`src/rtl/oam_dma_ctrl_pkg.sv`:
```
// Shared definitions for the OAM DMA controller: state encoding and the
// two register addresses the controller cares about.
package oam_dma_ctrl_pkg;

    typedef enum logic [2:0] {
        IDLE  = 3'd0,
        HALT  = 3'd1,
        ALIGN = 3'd2,
        READ  = 3'd3,
        WRITE = 3'd4
    } dma_state_t;

    localparam logic [15:0] OAMDMA_ADDR  = 16'h4014;
    localparam logic [15:0] OAMDATA_ADDR = 16'h2004;

endpackage

```
`src/rtl/oam_dma_ctrl.sv`:
```
// OAM DMA controller. A CPU write to OAMDMA_ADDR stalls the CPU and copies
// the 256-byte page {P, 8'h00..8'hFF} into OAMDATA_ADDR, one byte per
// get/put cycle pair. Reads only happen on get cycles (parity 0), so a
// trigger landing on the wrong parity costs one extra ALIGN cycle.
module oam_dma_ctrl
    import oam_dma_ctrl_pkg::*;
(
    input  logic        clk,
    input  logic        reset,
    input  logic [15:0] cpu_addr,
    input  logic [7:0]  cpu_wdata,
    input  logic        cpu_rw,
    output logic        cpu_rdy,
    output logic [7:0]  cpu_rdata,
    output logic [15:0] bus_addr,
    output logic [7:0]  bus_wdata,
    output logic        bus_rw,
    input  logic [7:0]  bus_rdata,
    output logic        dma_busy
);

    dma_state_t state;
    logic       parity;
    logic [7:0] page;
    logic [7:0] idx;
    logic [7:0] data_latch;

    // CPU read data is never intercepted; the bus result goes straight back.
    assign cpu_rdata = bus_rdata;

    // Sequencer: parity tracking, trigger detection, read/write stepping and
    // the registered CPU handshake outputs that follow the state.
    always_ff @(posedge clk) begin
        if (reset) begin
            state      <= IDLE;
            parity     <= 1'b0;
            page       <= 8'h00;
            idx        <= 8'h00;
            data_latch <= 8'h00;
            cpu_rdy    <= 1'b1;
            dma_busy   <= 1'b0;
        end else begin
            parity <= ~parity;
            case (state)
                IDLE: begin
                    if (!cpu_rw && cpu_addr == OAMDMA_ADDR) begin
                        page     <= cpu_wdata;
                        state    <= HALT;
                        cpu_rdy  <= 1'b0;
                        dma_busy <= 1'b1;
                    end
                end
                HALT: begin
                    // The next cycle's parity is the inverse of the current one,
                    // so a parity-1 HALT is followed directly by a get cycle.
                    if (parity) begin
                        state <= READ;
                    end else begin
                        state <= ALIGN;
                    end
                end
                ALIGN: begin
                    state <= READ;
                end
                READ: begin
                    data_latch <= bus_rdata;
                    state      <= WRITE;
                end
                WRITE: begin
                    idx <= idx + 8'd1;
                    if (idx == 8'hFF) begin
                        state    <= IDLE;
                        cpu_rdy  <= 1'b1;
                        dma_busy <= 1'b0;
                    end else begin
                        state <= READ;
                    end
                end
                default: begin
                    state    <= IDLE;
                    cpu_rdy  <= 1'b1;
                    dma_busy <= 1'b0;
                end
            endcase
        end
    end

    // Bus ownership mux: the CPU drives the bus in IDLE, the DMA otherwise.
    // HALT and ALIGN issue harmless dummy reads at the CPU's address.
    always_comb begin
        bus_addr  = cpu_addr;
        bus_wdata = cpu_wdata;
        bus_rw    = cpu_rw;
        case (state)
            HALT, ALIGN: begin
                bus_addr  = cpu_addr;
                bus_wdata = 8'h00;
                bus_rw    = 1'b1;
            end
            READ: begin
                bus_addr  = {page, idx};
                bus_wdata = 8'h00;
                bus_rw    = 1'b1;
            end
            WRITE: begin
                bus_addr  = OAMDATA_ADDR;
                bus_wdata = data_latch;
                bus_rw    = 1'b0;
            end
            default: begin
                bus_addr  = cpu_addr;
                bus_wdata = cpu_wdata;
                bus_rw    = cpu_rw;
            end
        endcase
    end

endmodule

```
`config.mk`:
```
export PLATFORM = sky130hd
export DESIGN_NAME = oam_dma_ctrl
export DESIGN_NICKNAME = d
export VERILOG_FILES = /design/src/rtl/oam_dma_ctrl_pkg.sv /design/src/rtl/oam_dma_ctrl.sv
export SDC_FILE = /design/constraint.sdc
export NUM_CORES = 1
export LEC_CHECK = 0
export ABC_AREA = 0
export CORE_UTILIZATION = 37
export CTS_BUF_LIST = sky130_fd_sc_hd__clkbuf_16
export CTS_CLUSTER_SIZE = 20
export DETAILED_ROUTE_END_ITERATION = 12
export PLACE_DENSITY = 0.75
export RECOVER_POWER = 50
export SYNTH_ARGS = -nofsm -noshare
export SYNTH_HDL_FRONTEND = slang
export SYNTH_SLANG_ARGS = --single-unit
```
`constraint.sdc`:
```
create_clock -name clk -period 1.6 [get_ports clk]
set_input_delay 0.32 -clock clk [delete_from_list [all_inputs] [get_ports clk]]
set_output_delay 0.32 -clock clk [all_outputs]
set_load 0.01 [all_outputs]
```
==> impl_results.html, run 1 <==
<table>
<tr><th>Metric</th><th>Value</th></tr>
<tr><th colspan="2">Synth</th></tr>
<tr><td>Main flop type after synthesis</td><td>dfxtp_1</td></tr>
<tr><td>Top-area cell type share of the netlist area</td><td>0.386</td></tr>
<tr><td>Async set or reset register ratio after synthesis</td><td>0</td></tr>
<tr><td>Count of flip-flops with a built-in enable after synthesis</td><td>0</td></tr>
<tr><td>Cell type with the largest total area after synthesis</td><td>dfxtp_1</td></tr>
<tr><td>Syn Inst Count</td><td>between 150 and 200</td></tr>
<tr><td>Avg Inst Size Synth</td><td>8.06 um^2</td></tr>
<tr><td>Top-count cell post-synth</td><td>dfxtp_1</td></tr>
<tr><td>Cell types with the largest area share after synthesis</td><td>dfxtp_1, a22o_1, a21oi_1</td></tr>
<tr><td>Share of synthesized area occupied by flip-flops and latches</td><td>0.386</td></tr>
<tr><td>Yosys warning total</td><td>0</td></tr>
<tr><td>Commonest cells in the synthesized netlist</td><td>dfxtp_1, nand2_1, a22o_1, a21oi_1</td></tr>
<tr><td>Cell area after synthesis</td><td>1560 um^2</td></tr>
<tr><td>Net count after synthesis</td><td>229</td></tr>
<tr><td>Distinct cells, synth</td><td>32</td></tr>
<tr><td>Count of state elements after synthesis</td><td>30</td></tr>
<tr><th colspan="2">Detailed routing</th></tr>
<tr><td>Via density per instance</td><td>~5.4</td></tr>
<tr><td>Routed WL</td><td>around 5.5 mm</td></tr>
<tr><td>Number of nets still failing antenna checks after routing</td><td>0</td></tr>
<tr><td>Remaining routing DRC violations</td><td>0</td></tr>
<tr><td>Detailed router's first-iteration violation count</td><td>approximately 100</td></tr>
<tr><td>Number of search-and-repair iterations in the first detailed-routing pass</td><td>4</td></tr>
<tr><td>Routed wire length per instance</td><td>15.8 um</td></tr>
<tr><td>Total vias in the final route</td><td>1859</td></tr>
<tr><th colspan="2">Power and ir drop</th></tr>
<tr><td>Tot Pwr</td><td>between 1.5 and 2 mW</td></tr>
<tr><td>Clock group share of total power</td><td>0.456</td></tr>
<tr><td>Switching power summed over all nets</td><td>0.396 mW</td></tr>
<tr><td>P_int</td><td>1.46 mW</td></tr>
<tr><td>Power density relative to cell area</td><td>667 nW/um^2</td></tr>
<tr><td>Maximum vdd drop</td><td>518 uV</td></tr>
<tr><td>Switching part of the total power</td><td>0.214</td></tr>
<tr><td>Combinational share of power</td><td>0.141</td></tr>
<tr><td>Static Leakage</td><td>1.26 nW</td></tr>
<tr><td>Sequential Power Share</td><td>0.403</td></tr>
<tr><th colspan="2">STA</th></tr>
<tr><td>Slew at the pin with the worst max-slew slack</td><td>0.337 ns</td></tr>
<tr><td>Final Critical Period</td><td>1.87 ns</td></tr>
<tr><td>Final Max Slew Viols</td><td>0</td></tr>
<tr><td>Unrepaired setup endpoints after global routing</td><td>true</td></tr>
<tr><td>Final-report hold violation count</td><td>0</td></tr>
<tr><td>Worst setup margin</td><td>-0.270 ns</td></tr>
<tr><td>Max Clock Skew</td><td>0.00333 ns</td></tr>
<tr><td>Timing-limited maximum frequency</td><td>0.535 GHz</td></tr>
<tr><td>Max transition margin</td><td>0.773</td></tr>
<tr><td>Final setup violating endpoints</td><td>25</td></tr>
<tr><td>Final cycle utilization of the critical path</td><td>1.17</td></tr>
<tr><th colspan="2">Worst setup path</th></tr>
<tr><td>Count of buffer and inverter cells on the critical path</td><td>4</td></tr>
<tr><td>Worst path max stage delay</td><td>about 0.36 ns</td></tr>
<tr><td>Highest net fanout along the worst path</td><td>6</td></tr>
<tr><td>Crit-path leading delay family</td><td>buffers and inverters</td></tr>
<tr><td>Cell at the slowest stage of the critical path</td><td>dfxtp_4</td></tr>
<tr><td>Worst EP required</td><td>1.28 ns</td></tr>
<tr><td>Crit path DAT</td><td>1.55 ns</td></tr>
<tr><td>Worst Setup Path Type</td><td>flop to output pin</td></tr>
<tr><td>Startpoint Class</td><td>flop</td></tr>
<tr><td>Critical path cell sequence</td><td>buf_6, xor2_1, buf_4, buf_6, a22o_1, buf_2</td></tr>
<tr><td>Element type at the critical path end</td><td>output pin</td></tr>
<tr><td>Most Frequent Cell on Critical Path</td><td>buf_6</td></tr>
<tr><th colspan="2">GRT</th></tr>
<tr><td>Number of antenna violations at the first check in global routing</td><td>0</td></tr>
<tr><td>Pin count of the biggest net entering global routing</td><td>16</td></tr>
<tr><td>Global-route wire length before repair</td><td>8.33 mm</td></tr>
<tr><td>Overall routing resource usage</td><td>0.256</td></tr>
<tr><td>Via count of the first global-routing pass</td><td>1770</td></tr>
<tr><td>Global route overflow</td><td>0</td></tr>
<tr><th colspan="2">Layout</th></tr>
<tr><td>Area grow syn2layout</td><td>78.5%</td></tr>
<tr><td>Fraction of final layout cells sized beyond drive strength 1</td><td>0.354</td></tr>
<tr><td>Fin nets</td><td>333</td></tr>
<tr><td>Number of diodes added for antenna fixing</td><td>0</td></tr>
<tr><th colspan="2">Floorplanning</th></tr>
<tr><td>I/O pin total</td><td>70</td></tr>
<tr><td>Standard cell core area</td><td>4030 um^2</td></tr>
<tr><td>Die Footprint</td><td>4470 um^2</td></tr>
<tr><td>Number of core rows</td><td>23</td></tr>
<tr><td>Chip Width</td><td>66.9 um</td></tr>
<tr><td>Floorplan die height</td><td>66.9 um</td></tr>
<tr><td>Starting utilization of the core area</td><td>0.386</td></tr>
<tr><th colspan="2">Run</th></tr>
<tr><td>Number of max-capacitance violations reported</td><td>0</td></tr>
<tr><th colspan="2">Clock tree</th></tr>
<tr><td>Hold-fix buffers, CTS</td><td>0</td></tr>
<tr><td>Clock latency reported for the late side of the worst-skew pair</td><td>0.27 ns</td></tr>
<tr><td>Number of levels the H-tree was split into</td><td>2</td></tr>
<tr><td>Clock root buffer</td><td>clkbuf_16</td></tr>
<tr><td>TritonCTS clock tree</td><td>done</td></tr>
<tr><td>Clock transition at the registers of the reported paths</td><td>0.05 ns</td></tr>
<tr><td>CTS max path bufs</td><td>2</td></tr>
<tr><td>Number of clock buffers inserted by TritonCTS</td><td>5</td></tr>
<tr><td>Clock sink count</td><td>30</td></tr>
<tr><th colspan="2">Placement</th></tr>
<tr><td>Placer's final routability congestion estimate</td><td>0.800</td></tr>
<tr><td>Total of buffers placed on input and output ports</td><td>69</td></tr>
<tr><td>Half-perimeter wire length after placement</td><td>3.39 mm</td></tr>
<tr><td>DP Worst Slack</td><td>-0.741 ns</td></tr>
<tr><th colspan="2">Min path</th></tr>
<tr><td>Worst min-delay path category</td><td>flop to flop</td></tr>
<tr><th colspan="2">Run status</th></tr>
<tr><td>Violated checks</td><td>setup timing</td></tr>
<tr><td>Outcome</td><td>finished, violations left</td></tr>
</table>
-- registers in the layout, summed over array words and instances (netlist names) --
| register | cells |
|---|---|
| state | 3 |
| parity | 1 |
| idx | 8 |
| dma_busy | 1 |
| cpu_rdy | 1 |
| data_latch | 8 |
| page | 8 |
-- repair_timing --
action / 4_1_cts / 5_1_grt
hold endpoints to repair: 0 / 0
pin swaps: 6 / 22
gates resized for setup: 130 / 42
setup endpoints to repair: 37 / 40
setup buffers: 10 / 3
gates cloned: 2 / 0
-- kinds of logic after synthesis --
group	Yosys count	share of synthesized area
flip-flops	30	0.386
adder cells (fa/ha/maj)	1	0.00804
AND/OR/NAND/NOR	72	0.229
XOR/XNOR	7	0.0394
AO/OA/AOI/OAI	60	0.252
buffers and inverters	23	0.0860
-- cell type report --
cell class | count | area (um^2)
multi-input combinational | 140 | 953
timing repair buffer | 119 | 1010
clock inverter | 2 | 7.51
tap | 50 | 62.6
inverter | 1 | 3.75
clock buffer | 5 | 125
fill | 324 | 1250
sequential | 30 | 612
-- cell usage in the layout (no fill, tap or decap), drive strengths merged, types with 2 or more instances in the layout --
| master | count |
|---|---|
| inv | 3 |
| nand4 | 3 |
| o21ai | 13 |
| nand2 | 25 |
| dlymetal6s2s | 7 |
| clkbuf | 7 |
| clkdlybuf4s50 | 28 |
| dfxtp | 30 |
| nand3 | 12 |
| and3 | 2 |
| nor4 | 3 |
| a21oi | 21 |
| nor3 | 4 |
| nor2 | 13 |
| dlygate4sd2 | 9 |
| a21o | 2 |
| buf | 73 |
| xnor2 | 3 |
| a22o | 22 |
| xor2 | 4 |
-- final timing paths --
| kind | cells past startpoint | start | end | slack (ns) |
|---|---|---|---|---|
| worst max-delay path | 6 | state[2] | bus_wdata[6] | -0.27 |
| worst min-delay path | 1 | parity | parity | 0.41 |
| worst max register to register | 6 | state[0] | idx[5] | -0.01 |
| worst min register to register | 1 | parity | parity | 0.41 |
-- per-stage QoR --
step | util | hold slack (ns) | setup TNS [ns] | cells | cell area [um^2]
floorplan | - | 0.393 | 0 | 193 | 1570
global placement | 0.610 | 0.402 | -16.07 | 326 | 2460
global route | 0.690 | 0.439 | -6.40 | 347 | 2780
detailed placement | 0.610 | 0.412 | -16.59 | 326 | 2460
CTS | 0.667 | 0.418 | -5.67 | 345 | 2690
finish | 0.690 | 0.413 | -5.11 | 347 | 2780
-- layer usage --
metal	GRT usage	share of wire
met1	0.277	0.37
met2	0.466	0.54
met3	0.0634	0.071
met4	0.112	0.013
met5	0	0
-- power by group through the flow --
stage / Combinational, mW / Sequential (mW) / Clock [mW]
floorplan: 0.0866 / 0.766 / 0
global placement: 0.293 / 0.766 / 0
detailed placement: 0.293 / 0.766 / 0
CTS: 0.259 / 0.747 / 0.858
global route: 0.278 / 0.746 / 0.889
finish: 0.261 / 0.747 / 0.844
Power figures use the tool's default switching activity.
==> run 2: changes to the inputs <==
--- a/config.mk
+++ b/config.mk
@@ -12,6 +12,7 @@
 export DETAILED_ROUTE_END_ITERATION = 12
 export PLACE_DENSITY = 0.75
 export RECOVER_POWER = 50
+export SKIP_LAST_GASP = 1
 export SYNTH_ARGS = -nofsm -noshare
 export SYNTH_HDL_FRONTEND = slang
 export SYNTH_SLANG_ARGS = --single-unit
==> impl_results.html, run 2 (synthesis gave the netlist of run 1 again) <==
<table>
<tr><th>Metric</th><th>Value</th></tr>
<tr><th colspan="2">Run status</th></tr>
<tr><td>Violated checks</td><td>setup timing (unchanged)</td></tr>
<tr><td>Outcome</td><td>finished, violations left (unchanged)</td></tr>
<tr><th colspan="2">GRT</th></tr>
<tr><td>Global-route wire length before repair</td><td>8.22 mm (was 8.33 mm)</td></tr>
<tr><td>Overall routing resource usage</td><td>0.253 (was 0.256)</td></tr>
<tr><td>Global route overflow</td><td>0 (unchanged)</td></tr>
<tr><td>Number of antenna violations at the first check in global routing</td><td>0 (unchanged)</td></tr>
<tr><td>Pin count of the biggest net entering global routing</td><td>16 (unchanged)</td></tr>
<tr><td>Via count of the first global-routing pass</td><td>1746 (was 1770)</td></tr>
<tr><th colspan="2">Layout</th></tr>
<tr><td>Area grow syn2layout</td><td>78.1% (was 78.5%)</td></tr>
<tr><td>Area occupied by registers</td><td>612 um^2 (unchanged)</td></tr>
<tr><td>Layout Cell Area excl Fill</td><td>2770 um^2 (was 2780 um^2)</td></tr>
<tr><td>Number of diodes added for antenna fixing</td><td>0 (unchanged)</td></tr>
<tr><td>Final core utilization</td><td>0.688 (was 0.690)</td></tr>
<tr><td>Fraction of final layout cells sized beyond drive strength 1</td><td>0.350 (was 0.354)</td></tr>
<tr><td>Fin nets</td><td>333 (unchanged)</td></tr>
<tr><td>Commonest cells after routing, fill and taps aside</td><td>buf_4, clkdlybuf4s50_1, dfxtp_1, buf_2, nand2_1 (unchanged)</td></tr>
<tr><td>Count of placed standard cells in the final layout, fillers left out</td><td>347 (unchanged)</td></tr>
<tr><td>Largest registers</td><td>data_latch (8), idx (8), page (8) (unchanged)</td></tr>
<tr><td>Most frequent standard cell in the layout excluding fill and tap cells</td><td>buf_4 (unchanged)</td></tr>
<tr><td>Fill cells</td><td>334 (was 324)</td></tr>
<tr><td>Multi-input combinational cell area</td><td>948 um^2 (was 953 um^2)</td></tr>
<tr><th colspan="2">STA</th></tr>
<tr><td>Final cycle utilization of the critical path</td><td>1.16 (was 1.17)</td></tr>
<tr><td>Worst setup margin</td><td>-0.251 ns (was -0.270 ns)</td></tr>
<tr><td>Final Max Slew Viols</td><td>0 (unchanged)</td></tr>
<tr><td>Fin Setup TNS</td><td>-4.93 ns (was -5.11 ns)</td></tr>
<tr><td>Final setup violating endpoints</td><td>26 (was 25)</td></tr>
<tr><td>Unrepaired setup endpoints after global routing</td><td>true (unchanged)</td></tr>
<tr><td>Slew at the pin with the worst max-slew slack</td><td>0.355 ns (was 0.337 ns)</td></tr>
<tr><td>Max transition margin</td><td>0.761 (was 0.773)</td></tr>
<tr><td>Max Clock Skew</td><td>0.00403 ns (was 0.00333 ns)</td></tr>
<tr><td>Final-report hold violation count</td><td>0 (unchanged)</td></tr>
<tr><td>Final Critical Period</td><td>1.85 ns (was 1.87 ns)</td></tr>
<tr><td>Timing-limited maximum frequency</td><td>0.540 GHz (was 0.535 GHz)</td></tr>
<tr><th colspan="2">Power and ir drop</th></tr>
<tr><td>Tot Pwr</td><td>1.85 mW (about the same)</td></tr>
<tr><td>Maximum vdd drop</td><td>526 uV (was 518 uV)</td></tr>
<tr><td>Power density relative to cell area</td><td>668 nW/um^2 (was 667 nW/um^2)</td></tr>
<tr><td>Static Leakage</td><td>1.25 nW (was 1.26 nW)</td></tr>
<tr><th colspan="2">Worst setup path</th></tr>
<tr><td>Worst path max stage delay</td><td>0.36 ns (about the same)</td></tr>
<tr><td>Startpoint Class</td><td>flop (unchanged)</td></tr>
<tr><td>Highest net fanout along the worst path</td><td>6 (unchanged)</td></tr>
<tr><td>Most Frequent Cell on Critical Path</td><td>buf_6 (unchanged)</td></tr>
<tr><td>Cell at the slowest stage of the critical path</td><td>dfxtp_4 (unchanged)</td></tr>
<tr><td>Worst EP required</td><td>1.28 ns (about the same)</td></tr>
<tr><td>Element type at the critical path end</td><td>output pin (unchanged)</td></tr>
<tr><td>Worst Setup Path Type</td><td>flop to output pin (unchanged)</td></tr>
<tr><td>Critical path cell sequence</td><td>buf_6, xor2_1, buf_4, buf_6, a22o_1, buf_2 (unchanged)</td></tr>
<tr><td>Crit path DAT</td><td>1.53 ns (was 1.55 ns)</td></tr>
<tr><th colspan="2">Clock tree</th></tr>
<tr><td>Number of clock buffers inserted by TritonCTS</td><td>5 (unchanged)</td></tr>
<tr><td>Hold-fix buffers, CTS</td><td>0 (unchanged)</td></tr>
<tr><td>Clock sink count</td><td>30 (unchanged)</td></tr>
<tr><td>CTS max path bufs</td><td>2 (unchanged)</td></tr>
<tr><td>Clock latency reported for the late side of the worst-skew pair</td><td>0.27 ns (about the same)</td></tr>
<tr><td>TritonCTS clock tree</td><td>done (unchanged)</td></tr>
<tr><td>Clock root buffer</td><td>clkbuf_16 (unchanged)</td></tr>
<tr><td>Clock transition at the registers of the reported paths</td><td>0.05 ns (about the same)</td></tr>
<tr><td>Number of levels the H-tree was split into</td><td>2 (unchanged)</td></tr>
<tr><th colspan="2">Detailed routing</th></tr>
<tr><td>Via density per instance</td><td>5.39 (was 5.36)</td></tr>
<tr><td>Routed wire length per instance</td><td>15.7 um (was 15.8 um)</td></tr>
<tr><td>Number of search-and-repair iterations in the first detailed-routing pass</td><td>4 (unchanged)</td></tr>
<tr><td>Remaining routing DRC violations</td><td>0 (unchanged)</td></tr>
<tr><td>Number of nets still failing antenna checks after routing</td><td>0 (unchanged)</td></tr>
<tr><td>Total vias in the final route</td><td>1869 (was 1859)</td></tr>
<tr><td>Detailed router's first-iteration violation count</td><td>101 (was 103)</td></tr>
<tr><td>Routed WL</td><td>5.43 mm (was 5.47 mm)</td></tr>
<tr><th colspan="2">Placement</th></tr>
<tr><td>Post-placement cell count</td><td>326 (unchanged)</td></tr>
<tr><td>Placer's final routability congestion estimate</td><td>0.800 (unchanged)</td></tr>
<tr><td>Total of buffers placed on input and output ports</td><td>69 (unchanged)</td></tr>
<tr><td>Post-detailed-placement cell area</td><td>2460 um^2 (unchanged)</td></tr>
<tr><td>Half-perimeter wire length after placement</td><td>3.39 mm (unchanged)</td></tr>
<tr><th colspan="2">Floorplanning</th></tr>
<tr><td>Floorplan die height</td><td>66.9 um (unchanged)</td></tr>
<tr><td>Number of core rows</td><td>23 (unchanged)</td></tr>
<tr><td>Starting utilization of the core area</td><td>0.386 (unchanged)</td></tr>
<tr><td>Chip Width</td><td>66.9 um (unchanged)</td></tr>
<tr><td>Standard cell core area</td><td>4030 um^2 (unchanged)</td></tr>
<tr><td>Die Footprint</td><td>4470 um^2 (unchanged)</td></tr>
<tr><td>I/O pin total</td><td>70 (unchanged)</td></tr>
<tr><th colspan="2">Min path</th></tr>
<tr><td>Worst min-delay path category</td><td>flop to flop (unchanged)</td></tr>
<tr><th colspan="2">Run</th></tr>
<tr><td>Number of max-capacitance violations reported</td><td>0 (unchanged)</td></tr>
</table>
==> run 2: timing repair <==
item	CTS	global route
cloned	2	0
hold endpoints to repair	0	0
gates resized for setup	129	40
endpoints found under the setup margin	37	40
pin swaps	6	21
setup buffers	10	3
==> run 2: critical path: cells and delay by family (launching register included) <==
family                    cells  cell delay, ns
AOI/OAI and AO/OA             1            0.19
DFF                           1            0.36
xor gates and xnor gates      1            0.16
buffers and inverters         4            0.55
==> run 2: worst paths after layout <==
path	startpoint	end	slack (ns)	depth (start not counted)
worst max-delay path	state[2]	bus_wdata[6]	-0.25	6
worst min-delay path	parity	parity	0.41	1
worst max register to register	state[0]	idx[5]	-0.01	6
worst min register to register	parity	parity	0.41	1
==> run 2: cell type report <==
type	instances	share of cell area
inverters	1	0.00135
clock buffers	5	0.0451
flip-flops and latches	30	0.221
well taps	50	0.0226
multi-input cells	140	0.342
repair buffers	119	0.365
clock inverters	2	0.00271
==> run 2: power breakdown <==
part           internal (mW)  switching [mW]
clock network          0.552           0.293
registers              0.746        0.000896
logic                  0.158           0.102
total                   1.46           0.396
==> run 2: layer usage <==
layer	vias up	track usage	share of wire
met5	-	0	0
met4	0	0.0878	0.023
met1	880	0.278	0.37
met3	12	0.0599	0.076
li1	897	-	-
met2	80	0.465	0.53
==> run 2: metrics by stage <==
stage | worst slack, ns | hold slack (ns)
2_1_floorplan | 0.0393 | 0.393
3_3_place_gp | -0.724 | 0.402
3_5_place_dp | -0.741 | 0.412
4_1_cts | -0.256 | 0.418
5_1_grt | -0.293 | 0.439
6_report | -0.251 | 0.413
